==> config.mk <==
export PLATFORM = sky130hd
export DESIGN_NAME = row_scatter
export DESIGN_NICKNAME = d
export VERILOG_FILES = /design/src/rtl/row_scatter_slot.sv /design/src/rtl/row_scatter.sv
export SDC_FILE = /design/constraint.sdc
export NUM_CORES = 1
export LEC_CHECK = 0
export ABC_AREA = 1
export BUFFER_PORTS_ARGS = -buffer_cell sky130_fd_sc_hd__buf_2
export CORE_MARGIN = 5
export CORE_UTILIZATION = 56
export CTS_BUF_LIST = sky130_fd_sc_hd__clkbuf_16
export CTS_CLUSTER_SIZE = 40
export DETAILED_ROUTE_END_ITERATION = 7
export GPL_TIMING_DRIVEN = 0
export PLACE_DENSITY_LB_ADDON = 0.08
export SETUP_SLACK_MARGIN = 0.3
export SLEW_MARGIN = 20
export SYNTH_ARGS = -nofsm -noshare
export SYNTH_HDL_FRONTEND = slang
export SYNTH_SLANG_ARGS = --single-unit
export TNS_END_PERCENT = 5
==> constraint.sdc <==
create_clock -name clk -period 7.07 [get_ports clk]
set_input_delay 1.414 -clock clk [delete_from_list [all_inputs] [get_ports clk]]
set_output_delay 1.414 -clock clk [all_outputs]
set_load 0.05 [all_outputs]
==> src/rtl/row_scatter_slot.sv <==
// One-entry holding register with a valid/ready handshake for a single destination row.
// A drain and a refill in the same cycle keep the slot FULL and load the new word.
module row_scatter_slot #(
  parameter int COLS = 2
) (
  input  logic            clk,
  input  logic            resetn,
  input  logic            i_fill,
  input  logic [COLS-1:0] i_data,
  output logic            o_valid,
  input  logic            i_ready,
  output logic [COLS-1:0] o_data,
  output logic            o_free
);

  typedef enum logic {
    EMPTY = 1'b0,
    FULL  = 1'b1
  } slot_state_e;

  slot_state_e     r_state;
  slot_state_e     w_stateNext;
  logic [COLS-1:0] r_data;

  always_ff @(posedge clk or negedge resetn) begin
    if (!resetn) begin
      r_state <= EMPTY;
    end else begin
      r_state <= w_stateNext;
    end
  end

  // The top only raises i_fill when o_free is high, so a stalled FULL slot never sees a fill.
  always_comb begin
    w_stateNext = r_state;
    case (r_state)
      EMPTY:   if (i_fill) w_stateNext = FULL;
      FULL:    if (i_ready && !i_fill) w_stateNext = EMPTY;
      default: w_stateNext = EMPTY;
    endcase
  end

  always_ff @(posedge clk or negedge resetn) begin
    if (!resetn) begin
      r_data <= '0;
    end else if (i_fill) begin
      r_data <= i_data;
    end
  end

  assign o_valid = (r_state == FULL);
  assign o_data  = r_data;
  assign o_free  = (r_state == EMPTY) || i_ready;

endmodule

==> src/rtl/row_scatter.sv <==
// Delivers a stream of row-tagged words to per-row holding slots, with broadcast,
// a sticky out-of-range index flag and an incrementally maintained occupancy count.
module row_scatter #(
  parameter int ROWS = 8,
  parameter int COLS = 2,
  parameter int IDXW = (ROWS > 1) ? $clog2(ROWS) : 1
) (
  input  logic            clk,
  input  logic            resetn,
  input  logic            InValid,
  output logic            InReady,
  input  logic [IDXW-1:0] InIdx,
  input  logic            InBcast,
  input  logic [COLS-1:0] InData,
  output logic [ROWS-1:0] OutValid,
  input  logic [ROWS-1:0] OutReady,
  output logic [COLS-1:0] OutData [ROWS-1:0],
  output logic [IDXW:0]   Pending,
  output logic            IdxErr
);

  localparam logic [IDXW:0] CntOne = (IDXW + 1)'(1);
  localparam logic [IDXW:0] CntAll = (IDXW + 1)'(ROWS);

  logic [ROWS-1:0] w_free;
  logic [ROWS-1:0] w_sel;
  logic [ROWS-1:0] w_fill;
  logic [ROWS-1:0] w_drain;
  logic            w_inRange;
  logic            w_allFree;
  logic            w_selFree;
  logic            w_accept;
  logic            w_grow;
  logic [IDXW:0]   w_shrink;
  logic [IDXW:0]   w_pendNext;
  logic [IDXW:0]   r_pending;
  logic            r_idxErr;

  // One-hot row decode; an index past ROWS-1 selects nothing, which is how out-of-range is detected.
  always_comb begin
    w_sel = '0;
    for (int r = 0; r < ROWS; r++) begin
      w_sel[r] = (ROWS == 1) || (InIdx == IDXW'(r));
    end
  end

  assign w_inRange = |w_sel;
  assign w_allFree = &w_free;
  assign w_selFree = |(w_sel & w_free);
  assign InReady   = InBcast ? w_allFree : (!w_inRange || w_selFree);
  assign w_accept  = InValid && InReady;
  assign w_fill    = w_accept ? (InBcast ? {ROWS{1'b1}} : w_sel) : '0;
  assign w_drain   = OutValid & OutReady & ~w_fill;
  assign w_grow    = |(w_fill & ~OutValid);

  always_comb begin
    w_shrink = '0;
    for (int r = 0; r < ROWS; r++) begin
      if (w_drain[r]) w_shrink = w_shrink + CntOne;
    end
  end

  // A refilled row is neither a grow nor a shrink, so drain-and-refill nets to zero.
  assign w_pendNext = (w_accept && InBcast) ? CntAll
                    : r_pending + (w_grow ? CntOne : '0) - w_shrink;

  always_ff @(posedge clk or negedge resetn) begin
    if (!resetn) begin
      r_pending <= '0;
      r_idxErr  <= 1'b0;
    end else begin
      r_pending <= w_pendNext;
      if (w_accept && !InBcast && !w_inRange) r_idxErr <= 1'b1;
    end
  end

  assign Pending = r_pending;
  assign IdxErr  = r_idxErr;

  for (genvar r = 0; r < ROWS; r++) begin : g_row
    row_scatter_slot #(
      .COLS(COLS)
    ) u_slot (
      .clk    (clk),
      .resetn (resetn),
      .i_fill (w_fill[r]),
      .i_data (InData),
      .o_valid(OutValid[r]),
      .i_ready(OutReady[r]),
      .o_data (OutData[r]),
      .o_free (w_free[r])
    );
  end

endmodule

==> results of run 1 <==
## through the flow
stage,setup TNS [ps],utilization,std cells,hold slack (ps)
detailed placement,-386.6,0.6620,431,442.6
CTS,0,0.7085,441,452.8
floorplan,0,-,336,529.2
global placement,-330.3,0.6620,431,434.5
global route,0,0.7419,447,490.7
finish,0,0.7419,447,453.7
## cells by family (layout without fill, tap and decap cells)
kind of cell / count (synthesis) / in the layout / share of synthesized area
flip-flops: 29 / 29 / 0.3010
XOR/XNOR: 4 / 4 / 0.01453
AO/OA/AOI/OAI: 34 / 34 / 0.08096
adder cells (fa/ha/maj): 16 / 16 / 0.08614
buffers and inverters: 57 / 118 / 0.1100
AND/OR/NAND/NOR: 196 / 196 / 0.4074
## flip-flops by register name, indices dropped and copies added, names as in the netlist
register,cells
IdxErr,1
Pending,4
g_row.u_slot.o_data,16
g_row.u_slot.o_valid,8
## worst register-to-register path, delay by kind of cell, from the launching register on
| family | cells | cell delay (ps) |
|---|---|---|
| xor gates and xnor gates | 2 | 210 |
| buffers and inverters | 6 | 470 |
| AOI/OAI and AO/OA | 2 | 320 |
| adders and majority gates | 6 | 1500 |
| and+or+nand+nor | 26 | 2570 |
| DFF | 1 | 470 |
## cells in the mapped netlist, types with 3 or more instances
cell and instances:
buf_4 9, inv_1 40, nand2_1 108, nand3_1 36, a21oi_1 3, dfrtp_1 29, ha_1 15, nand3_4 4
nor2_1 13, xnor2_1 3, nand2_2 9, o22ai_1 5, nor2_2 5, o21ai_0 20, inv_2 4, nand3_2 6
## worst max path at each step
stage                            to
5_1_grt        Pending[3]$_DFF_PN0_
3_3_place_gp   Pending[3]$_DFF_PN0_
6_report       Pending[3]$_DFF_PN0_
3_5_place_dp   Pending[3]$_DFF_PN0_
4_1_cts        Pending[3]$_DFF_PN0_
2_1_floorplan  Pending[3]$_DFF_PN0_
## per-layer routing
metal | global-route usage | vias to the layer above
met5 | 0 | -
met1 | 0.2700 | 1086
met3 | 0.04617 | 13
li1 | - | 1192
met4 | 0.09126 | 0
met2 | 0.3547 | 59
## final cells by class
class,instances,share of cell area
repair buffers,53,0.09575
plain buffers,12,0.03095
well taps,50,0.02064
clock inverters,3,0.003714
inverters,45,0.05654
flip-flops and latches,29,0.2394
multi-input cells,250,0.5118
clock buffers,5,0.04127
## what timing repair did
action,4_1_cts,5_1_grt
hold buffers,0,0
setup endpoints to repair,1,1
gates resized for setup,8,28
pin swaps,2,10
buffers inserted,2,6
## power by group through the flow
stage	logic (W)	clock network, W	registers, W
floorplan	0.000311	0	0.000380
global placement	0.000551	0	0.000243
global route	0.000688	0.000207	0.000251
detailed placement	0.000562	0	0.000244
CTS	0.000571	0.000197	0.000243
finish	0.000627	0.000195	0.000244
==> run metrics, run 1 <==
outcome complete, no violations; slowest stage delay, CP 330 ps; FF-to-FF End Pending[3]$_DFF_PN0_; fmax around 150 MHz; chip height 75.62 um; max-cap viol count 0; row count 23; CTS Root Cell clkbuf_16; Die W 75.62 um; worst skew pair latency 280 ps; Routed met3 length 275 um; P_int between 0.0005 and 0.0006 W; CTS sink cnt 29; hold_sp IdxErr$_DFFE_PN0P_; worst r2r src g_row[4].u_slot.o_valid$_DFF_PN0_; Worst Max-Slew Pin Slew 643.1 ps; most common cell after layout, fill and taps aside nand2_1; Critical Path Stages 44; maximum vdd drop 0.3685 mV; Final HPWL DP 4222 um; Iteration-0 DRC Markers 100; post-place setup slack -386.6 ps; Reg2Reg Depth 42; Clock Power Share 0.183; Power Total 0.001066 W; critical path's top delay family simple AND/OR/NAND/NOR gates; CTS tree yes; Bufs and invs on worst path 7; unrepaired setup endpoints after global routing no; pin count of the biggest net entering global routing 30; Post-Syn Area ~0.0024 mm2; fin area 0.003032 mm2; initial antenna violation count 0; Rel. slew slack 0.5713; Main synth FF type dfrtp_1; slowest CP cell ha_1; Yosys top cell by area dfrtp_1; wl on met1 2487 um; ANT nets after route 0; total CTS buffers 5; # fillers 328; Cells after Synth 336; cell area power density 351.8 mW/mm2; Worst Setup Start Kind input pin; area grow syn2layout 25.74%; Post-Route WL 5739 um; Die ar. 0.005718 mm2; gpl congestion 0.9491; final hold violation count 0; flops & latches, synth 29; max layer used met4; max-slew violations 0; Final Cycle Share 0.9166; post-synth top area share 0.3010; diode count 0; Nets 429; met2 routed wirelength 2881 um; total grt overflow 0; clk slew on worst S/H paths 50 ps; share of cells above drive strength 1 0.3401; crit path max fanout 6; WP data arrival 6640 ps; worst path required time between 7000 and 8000 ps; power share of the sequential group 0.229; Hold Path Cell Cnt 1; total global-route track usage 0.2141; crit path time final 6480 ps; Crit path top cell by count nand2_1; vias in the first global route 2247; area of the multi-input gates 0.001551 mm2; Hold Crit Endpoint IdxErr$_DFFE_PN0P_; Setup Skew 7.703 ps; final setup fails 0; switching part of the total 0.4794; Hold WC Path Type flop to flop; critical path class input pin to flop; Via density 5.257; Pre-antenna DRT Iters 4; number of flops mapped to enable cells by yosys 0; Sw Pwr 0.0005113 W; post-DR wirelength/cell 12.84 um; I/O Pins 47; Cell Area, Placed 0.002705 mm2; Async SR Flop Fraction 1.000; Yosys warnings 0; Initial Utilization 0.5900; crit path capture type flop; most frequent cells in the layout 99 x nand2_1, 43 x buf_2, 35 x inv_1, 31 x nand3_1, 29 x dfrtp_1; Sequential Area 725.7 um2; Port-buffer cells between 40 and 50; setup ws final between 500 and 600 ps; CORE AREA 0.004086 mm2; Yosys cell types 37; Post-Syn Nets 369; Comb power frac 0.588; Leak Pwr ~1.7 nW; DRC 0; first-pass GRT wire length 9432 um; via count 2350; flop2flop setup slack 1450 ps; critical path startpoint InIdx[1]; Max Buffers Root-to-Sink 2; sequential area share after synthesis 0.3010; Avg Cell Area, Syn a little over 7 um2; dominant cells by area after synthesis dfrtp_1 30%, nand2_1 17%, ha_1 7.8%; htree depth 2
Power figures use the tool's default switching activity.
==> run 2, diff against run 1 <==
Settings changed: CORE_UTILIZATION 56 to 50, RECOVER_POWER from default to 50.
==> run metrics, run 2 (synthesis results as in run 1) <==
most common cell after layout, fill and taps aside nand2_1 (unchanged); Worst Setup Start Kind input pin (unchanged); outcome complete, but fails checks (was complete, no violations); Final Cycle Share 0.9140 (was 0.9166); worst skew pair latency 270 ps (was 280 ps); critical path startpoint InIdx[0] (was InIdx[1]); Iteration-0 DRC Markers 59 (was 100); row count 25 (was 23); total grt overflow 0 (unchanged); diode count 0 (unchanged); total global-route track usage 0.1868 (was 0.2141); crit path time final 6462 ps (was 6480 ps); Setup Skew 4.391 ps (was 7.703 ps); chip height 79.44 um (was 75.62 um); hold_sp IdxErr$_DFFE_PN0P_ (unchanged); Rel. slew slack -0.01734 (was 0.5713); Post-Route WL 5638 um (was 5739 um); pin count of the biggest net entering global routing 30 (unchanged); ANT nets after route 0 (unchanged); CTS Root Cell clkbuf_16 (unchanged); share of cells above drive strength 1 0.2955 (was 0.3401); gpl congestion 0.8711 (was 0.9491); slowest CP cell or2_2 (was ha_1); crit path max fanout 6 (unchanged); CTS sink cnt 29 (unchanged); Pre-antenna DRT Iters 5 (was 4); total CTS buffers 5 (unchanged); Crit path top cell by count nand2_1 (unchanged); Worst Max-Slew Pin Slew 1526 ps (was 643.1 ps); fmax 154.7 MHz (was 154.3 MHz); fin area 0.002990 mm2 (was 0.003032 mm2); htree depth 2 (unchanged); clk slew on worst S/H paths 50 ps (about the same); area grow syn2layout 24.03% (was 25.74%); WP data arrival 6620 ps (was 6640 ps); Max Buffers Root-to-Sink 2 (unchanged); Cell Area, Placed 0.002710 mm2 (was 0.002705 mm2); Nets 428 (was 429); most frequent cells in the layout 102 x nand2_1, 33 x inv_1, 33 x nand3_1, 29 x dfrtp_1, 29 x buf_2 (was 99 x nand2_1, 43 x buf_2, 35 x inv_1, 31 x nand3_1, 29 x dfrtp_1); Leak Pwr 1.642 nW (was 1.700 nW); final setup fails 0 (unchanged); Util after Layout 0.6373 (was 0.7419); FF-to-FF End Pending[3]$_DFF_PN0_ (unchanged); CP endpoint Pending[3]$_DFF_PN0_ (unchanged); cell area power density 352.8 mW/mm2 (was 351.8 mW/mm2); # fillers 435 (was 328); max-slew violations 30 (was 0); Largest register FFs 16 (unchanged); flop2flop setup slack 1470 ps (was 1450 ps); CTS tree yes (unchanged); Final HPWL DP 4347 um (was 4222 um); first-pass GRT wire length 9466 um (was 9432 um); failing checks max-capacitance violations, max-slew violations; final hold violation count 0 (unchanged); post-DR wirelength/cell 12.53 um (was 12.84 um); Hold WC Path Type flop to flop (unchanged); Reg2Reg Depth 41 (was 42); CORE AREA 0.004692 mm2 (was 0.004086 mm2); DRC 0 (unchanged); initial antenna violation count 0 (unchanged); vias in the first global route 2163 (was 2247); max-cap viol count 1 (was 0); Die ar. 0.006311 mm2 (was 0.005718 mm2); worst path required time 7220 ps (was 7230 ps); crit path capture type flop (unchanged); Via density 5.136 (was 5.257); I/O Pins 47 (unchanged); via count 2311 (was 2350); cts hold-fix bufs 0 (unchanged); worst r2r src g_row[4].u_slot.o_valid$_DFF_PN0_ (unchanged); maximum vdd drop 0.2866 mV (was 0.3685 mV); critical path class input pin to flop (unchanged); Initial Utilization 0.5139 (was 0.5900); Die W 79.44 um (was 75.62 um); unrepaired setup endpoints after global routing no (unchanged); Port-buffer cells 45 (unchanged); slowest stage delay, CP 290 ps (was 330 ps)
==> run 2: changes by cell type in the layout (fill, tap and decap cells not counted), sizes merged <==
cell	before	now
buf	62	47
clkinv	0	3
inv	48	45
clkbuf	8	22
==> run 2: layer usage <==
| layer | GRT usage | wire length [um] | vias up |
|---|---|---|---|
| li1 | - | - | 1197 |
| met1 | 0.2418 | 2557 | 1063 |
| met2 | 0.3155 | 2835 | 45 |
| met3 | 0.03386 | 179 | 6 |
| met4 | 0.05670 | 66 | 0 |
| met5 | 0 | 0 | - |
==> run 2: power by group <==
part / leakage, nW / internal (W) / total [W] / switching, W
registers: 0.363 / 0.000215 / 0.000246 / 0.0000310
clock network: 0.0687 / 0.000127 / 0.000196 / 0.0000698
logic: 1.21 / 0.000204 / 0.000613 / 0.000409
==> run 2: worst min-delay path by stage <==
stage,to,slack [ps],cells after the start
6_report,IdxErr$_DFFE_PN0P_,450,1
5_1_grt,IdxErr$_DFFE_PN0P_,470,1
4_1_cts,IdxErr$_DFFE_PN0P_,450,1
3_5_place_dp,IdxErr$_DFFE_PN0P_,440,1
3_3_place_gp,IdxErr$_DFFE_PN0P_,430,1
2_1_floorplan,g_row[2].u_slot.o_valid$_DFF_PN0_,530,2
==> run 2: area by class of cell <==
class / instances / area [um2] / share of cell area
repair buffers: 52 / 261.5 / 0.08745
clock inverters: 3 / 12.51 / 0.004184
flip-flops and latches: 29 / 725.7 / 0.2427
well taps: 54 / 67.56 / 0.02259
plain buffers: 12 / 93.84 / 0.03138
clock buffers: 5 / 125.1 / 0.04184
inverters: 45 / 171.4 / 0.05732
multi-input cells: 250 / 1533 / 0.5126
==> run 2: through the flow <==
stage | power [W] | hold slack, ps | std cells | setup TNS, ps | setup slack [ps]
after floorplan | 0.0006913 | 529.2 | 336 | 0 | 379.4
after global placement | 0.0007968 | 434.4 | 435 | -366.8 | -366.8
after detailed placement | 0.0008102 | 441.9 | 435 | -445.7 | -443.9
after CTS | 0.001017 | 453.1 | 445 | 0 | 324.9
after global routing | 0.001142 | 469.1 | 450 | 0 | 251.9
final | 0.001055 | 452.2 | 450 | 0 | 607.9
==> run 2: timing repair <==
action                                  4_1_cts  5_1_grt
setup buffers                                 2        5
resized for setup                            10       22
endpoints found under the hold margin         0        0
pin swaps                                     1       10
endpoints found under the setup margin        2        1
==> run 2: critical path, delay by kind of cell <==
kind	cells	cell delay, ps
AOI/OAI and AO/OA	2	190
buffers and inverters	7	520
and+or+nand+nor	26	2700
xor gates and xnor gates	1	140
adders and majority gates	6	1670
==> run 3, diff against run 2 <==
--- a/config.mk
+++ b/config.mk
@@ -14,7 +14,6 @@
 export DETAILED_ROUTE_END_ITERATION = 7
 export GPL_TIMING_DRIVEN = 0
-export PLACE_DENSITY_LB_ADDON = 0.08
+export PLACE_DENSITY = 0.73
 export RECOVER_POWER = 50
-export SETUP_SLACK_MARGIN = 0.3
 export SLEW_MARGIN = 20
 export SYNTH_ARGS = -nofsm -noshare
==> constraint.sdc (replaced) <==
create_clock -name clk -period 7.07 [get_ports clk]
set_input_delay 1.414 -clock clk [delete_from_list [all_inputs] [get_ports clk]]
set_output_delay 1.414 -clock clk [all_outputs]
set_load 0.1 [all_outputs]
==> run metrics, run 3 (synthesis results as in run 1) <==
Crit path top cell by count nand2_1 (unchanged); worst path required time 7230 ps (was 7220 ps); clk slew on worst S/H paths 50 ps (about the same); wl on met1 2520 um (was 2557 um); Die W 79.44 um (unchanged); Pre-antenna DRT Iters 4 (was 5); setup ws final 482.1 ps (was 607.9 ps); cell area power density 408.5 mW/mm2 (was 352.8 mW/mm2); Via density 5.120 (was 5.136); Max Buffers Root-to-Sink 2 (unchanged); fmax 151.8 MHz (was 154.7 MHz); final hold violation count 0 (unchanged); vias in the first global route 2313 (was 2163); Iteration-0 DRC Markers 127 (was 59); CTS tree yes (unchanged); Setup Skew 6.157 ps (was 4.391 ps); total CTS buffers 5 (unchanged); most common cell after layout, fill and taps aside nand2_1 (unchanged); Hold WC Path Type flop to flop (unchanged); Post-Route WL 5770 um (was 5638 um); chip height 79.44 um (unchanged); Worst Setup Start Kind input pin (unchanged); row count 25 (unchanged); slowest CP cell or2_2 (unchanged); crit path max fanout 4 (was 6); CTS Root Cell clkbuf_16 (unchanged); pin count of the biggest net entering global routing 30 (unchanged); ANT nets after route 0 (unchanged); htree depth 2 (unchanged); area grow syn2layout 22.94% (was 24.03%); initial antenna violation count 0 (unchanged); Rel. slew slack -0.01157 (was -0.01734); gpl congestion 0.8157 (was 0.8711); share of cells above drive strength 1 0.2771 (was 0.2955); worst skew pair latency 280 ps (was 270 ps); final setup fails 0 (unchanged); Largest register FFs 16 (unchanged); first-pass GRT wire length 9998 um (was 9466 um); CTS sink cnt 29 (unchanged); failing checks max-capacitance violations, max-slew violations (unchanged); DRC 0 (unchanged); max-cap viol count 1 (unchanged); Leak Pwr 1.642 nW (about the same); slowest stage delay, CP 300 ps (was 290 ps); Worst Max-Slew Pin Slew 1517 ps (was 1526 ps); post-place setup slack -526.8 ps (was -443.9 ps); Port-buffer cells 45 (unchanged); total grt overflow 0 (unchanged); diode count 0 (unchanged); I/O Pins 47 (unchanged); maximum vdd drop 0.2998 mV (was 0.2866 mV); max-slew violations 30 (unchanged); Power Total 0.001211 W (was 0.001055 W); Routed met3 length 257 um (was 179 um); CORE AREA 0.004692 mm2 (unchanged); Final HPWL DP 4386 um (was 4347 um); Util after Layout 0.6317 (was 0.6373); max layer used met4 (unchanged); Die ar. 0.006311 mm2 (unchanged); Initial Utilization 0.5139 (unchanged); Final TNS setup 0 ps (unchanged); met2 routed wirelength 2931 um (was 2835 um); most frequent cells in the layout 106 x nand2_1, 34 x inv_1, 33 x nand3_1, 31 x buf_2, 29 x dfrtp_1 (was 102 x nand2_1, 33 x inv_1, 33 x nand3_1, 29 x dfrtp_1, 29 x buf_2); crit path time final 6588 ps (was 6462 ps); crit path capture type flop (unchanged); Final Cycle Share 0.9318 (was 0.9140); outcome complete, but fails checks (unchanged); post-DR wirelength/cell 12.79 um (was 12.53 um); critical path class input pin to flop (unchanged); WP data arrival 6750 ps (was 6620 ps); via count 2309 (was 2311); total global-route track usage 0.1977 (was 0.1868); Nets 429 (was 428)
==> run 3: cell count changes in the layout (fill, tap and decap cells not counted), moves of 2 or more <==
| cell | previous run | this run |
|---|---|---|
| nand2_1 | 102 | 106 |
| buf_4 | 16 | 18 |
| buf_2 | 29 | 31 |
| nand2_2 | 14 | 11 |
| clkbuf_1 | 16 | 14 |
==> run 3: timing repair <==
action	in CTS	in global routing
gates resized for setup	4	20
pin swaps	0	6
endpoints found under the setup margin	1	3
hold buffers	0	0
buffers inserted	0	8
==> run 3: routing by layer <==
metal,vias to the layer above,track usage
met5,-,0
met4,0,0.05498
met3,6,0.03725
met2,49,0.3481
met1,1053,0.2452
li1,1201,-
==> run 3: worst max-delay path, delay by kind of cell <==
family                   cells  cell delay, ps
AND/OR/NAND/NOR             26            2570
adder cells (fa/ha/maj)      6            1600
buffers and inverters        8             660
AO/OA/AOI/OAI                2             340
XOR/XNOR                     1             140
==> run 3: cell type report <==
cell class / instances / area (um2)
Sequential cell: 29 / 725.7
Fill cell: 422 / 1728
Clock inverter: 3 / 12.51
Multi-Input combinational cell: 250 / 1496
Buffer: 12 / 93.84
Inverter: 45 / 171.4
Tap cell: 54 / 67.56
Timing Repair Buffer: 53 / 271.5
Clock buffer: 5 / 125.1
==> run 3: report_power, final <==
group	total, W	switching (W)	leakage [nW]	internal, W
combinational	0.000768	0.000578	1.21	0.000189
sequential	0.000245	0.0000308	0.363	0.000215
clock	0.000198	0.0000711	0.0687	0.000127
==> run 3: final timing paths <==
| check | startpoint | endpoint | slack, ps | cells past startpoint |
|---|---|---|---|---|
| worst max-delay path | OutReady[4] | Pending[3]$_DFF_PN0_ | 480 | 43 |
| worst min-delay path | IdxErr$_DFFE_PN0P_ | IdxErr$_DFFE_PN0P_ | 460 | 1 |
| worst max register to register | g_row[4].u_slot.o_valid$_DFF_PN0_ | Pending[3]$_DFF_PN0_ | 1270 | 41 |
| worst min register to register | IdxErr$_DFFE_PN0P_ | IdxErr$_DFFE_PN0P_ | 460 | 1 |
| max in group asynchronous | resetn | g_row[0].u_slot.o_valid$_DFF_PN0_ | 4680 | 1 |
| min in group asynchronous | resetn | Pending[2]$_DFF_PN0_ | 1500 | 1 |
==> run 3: per-stage QoR <==
stage | hold WS, ps | instances | area, um2
2_1_floorplan | 529.2 | 336 | 2411
3_3_place_gp | 434.5 | 435 | 2704
3_5_place_dp | 453.0 | 435 | 2704
4_1_cts | 463.7 | 443 | 2864
5_1_grt | 489.5 | 451 | 2964
6_report | 464.1 | 451 | 2964
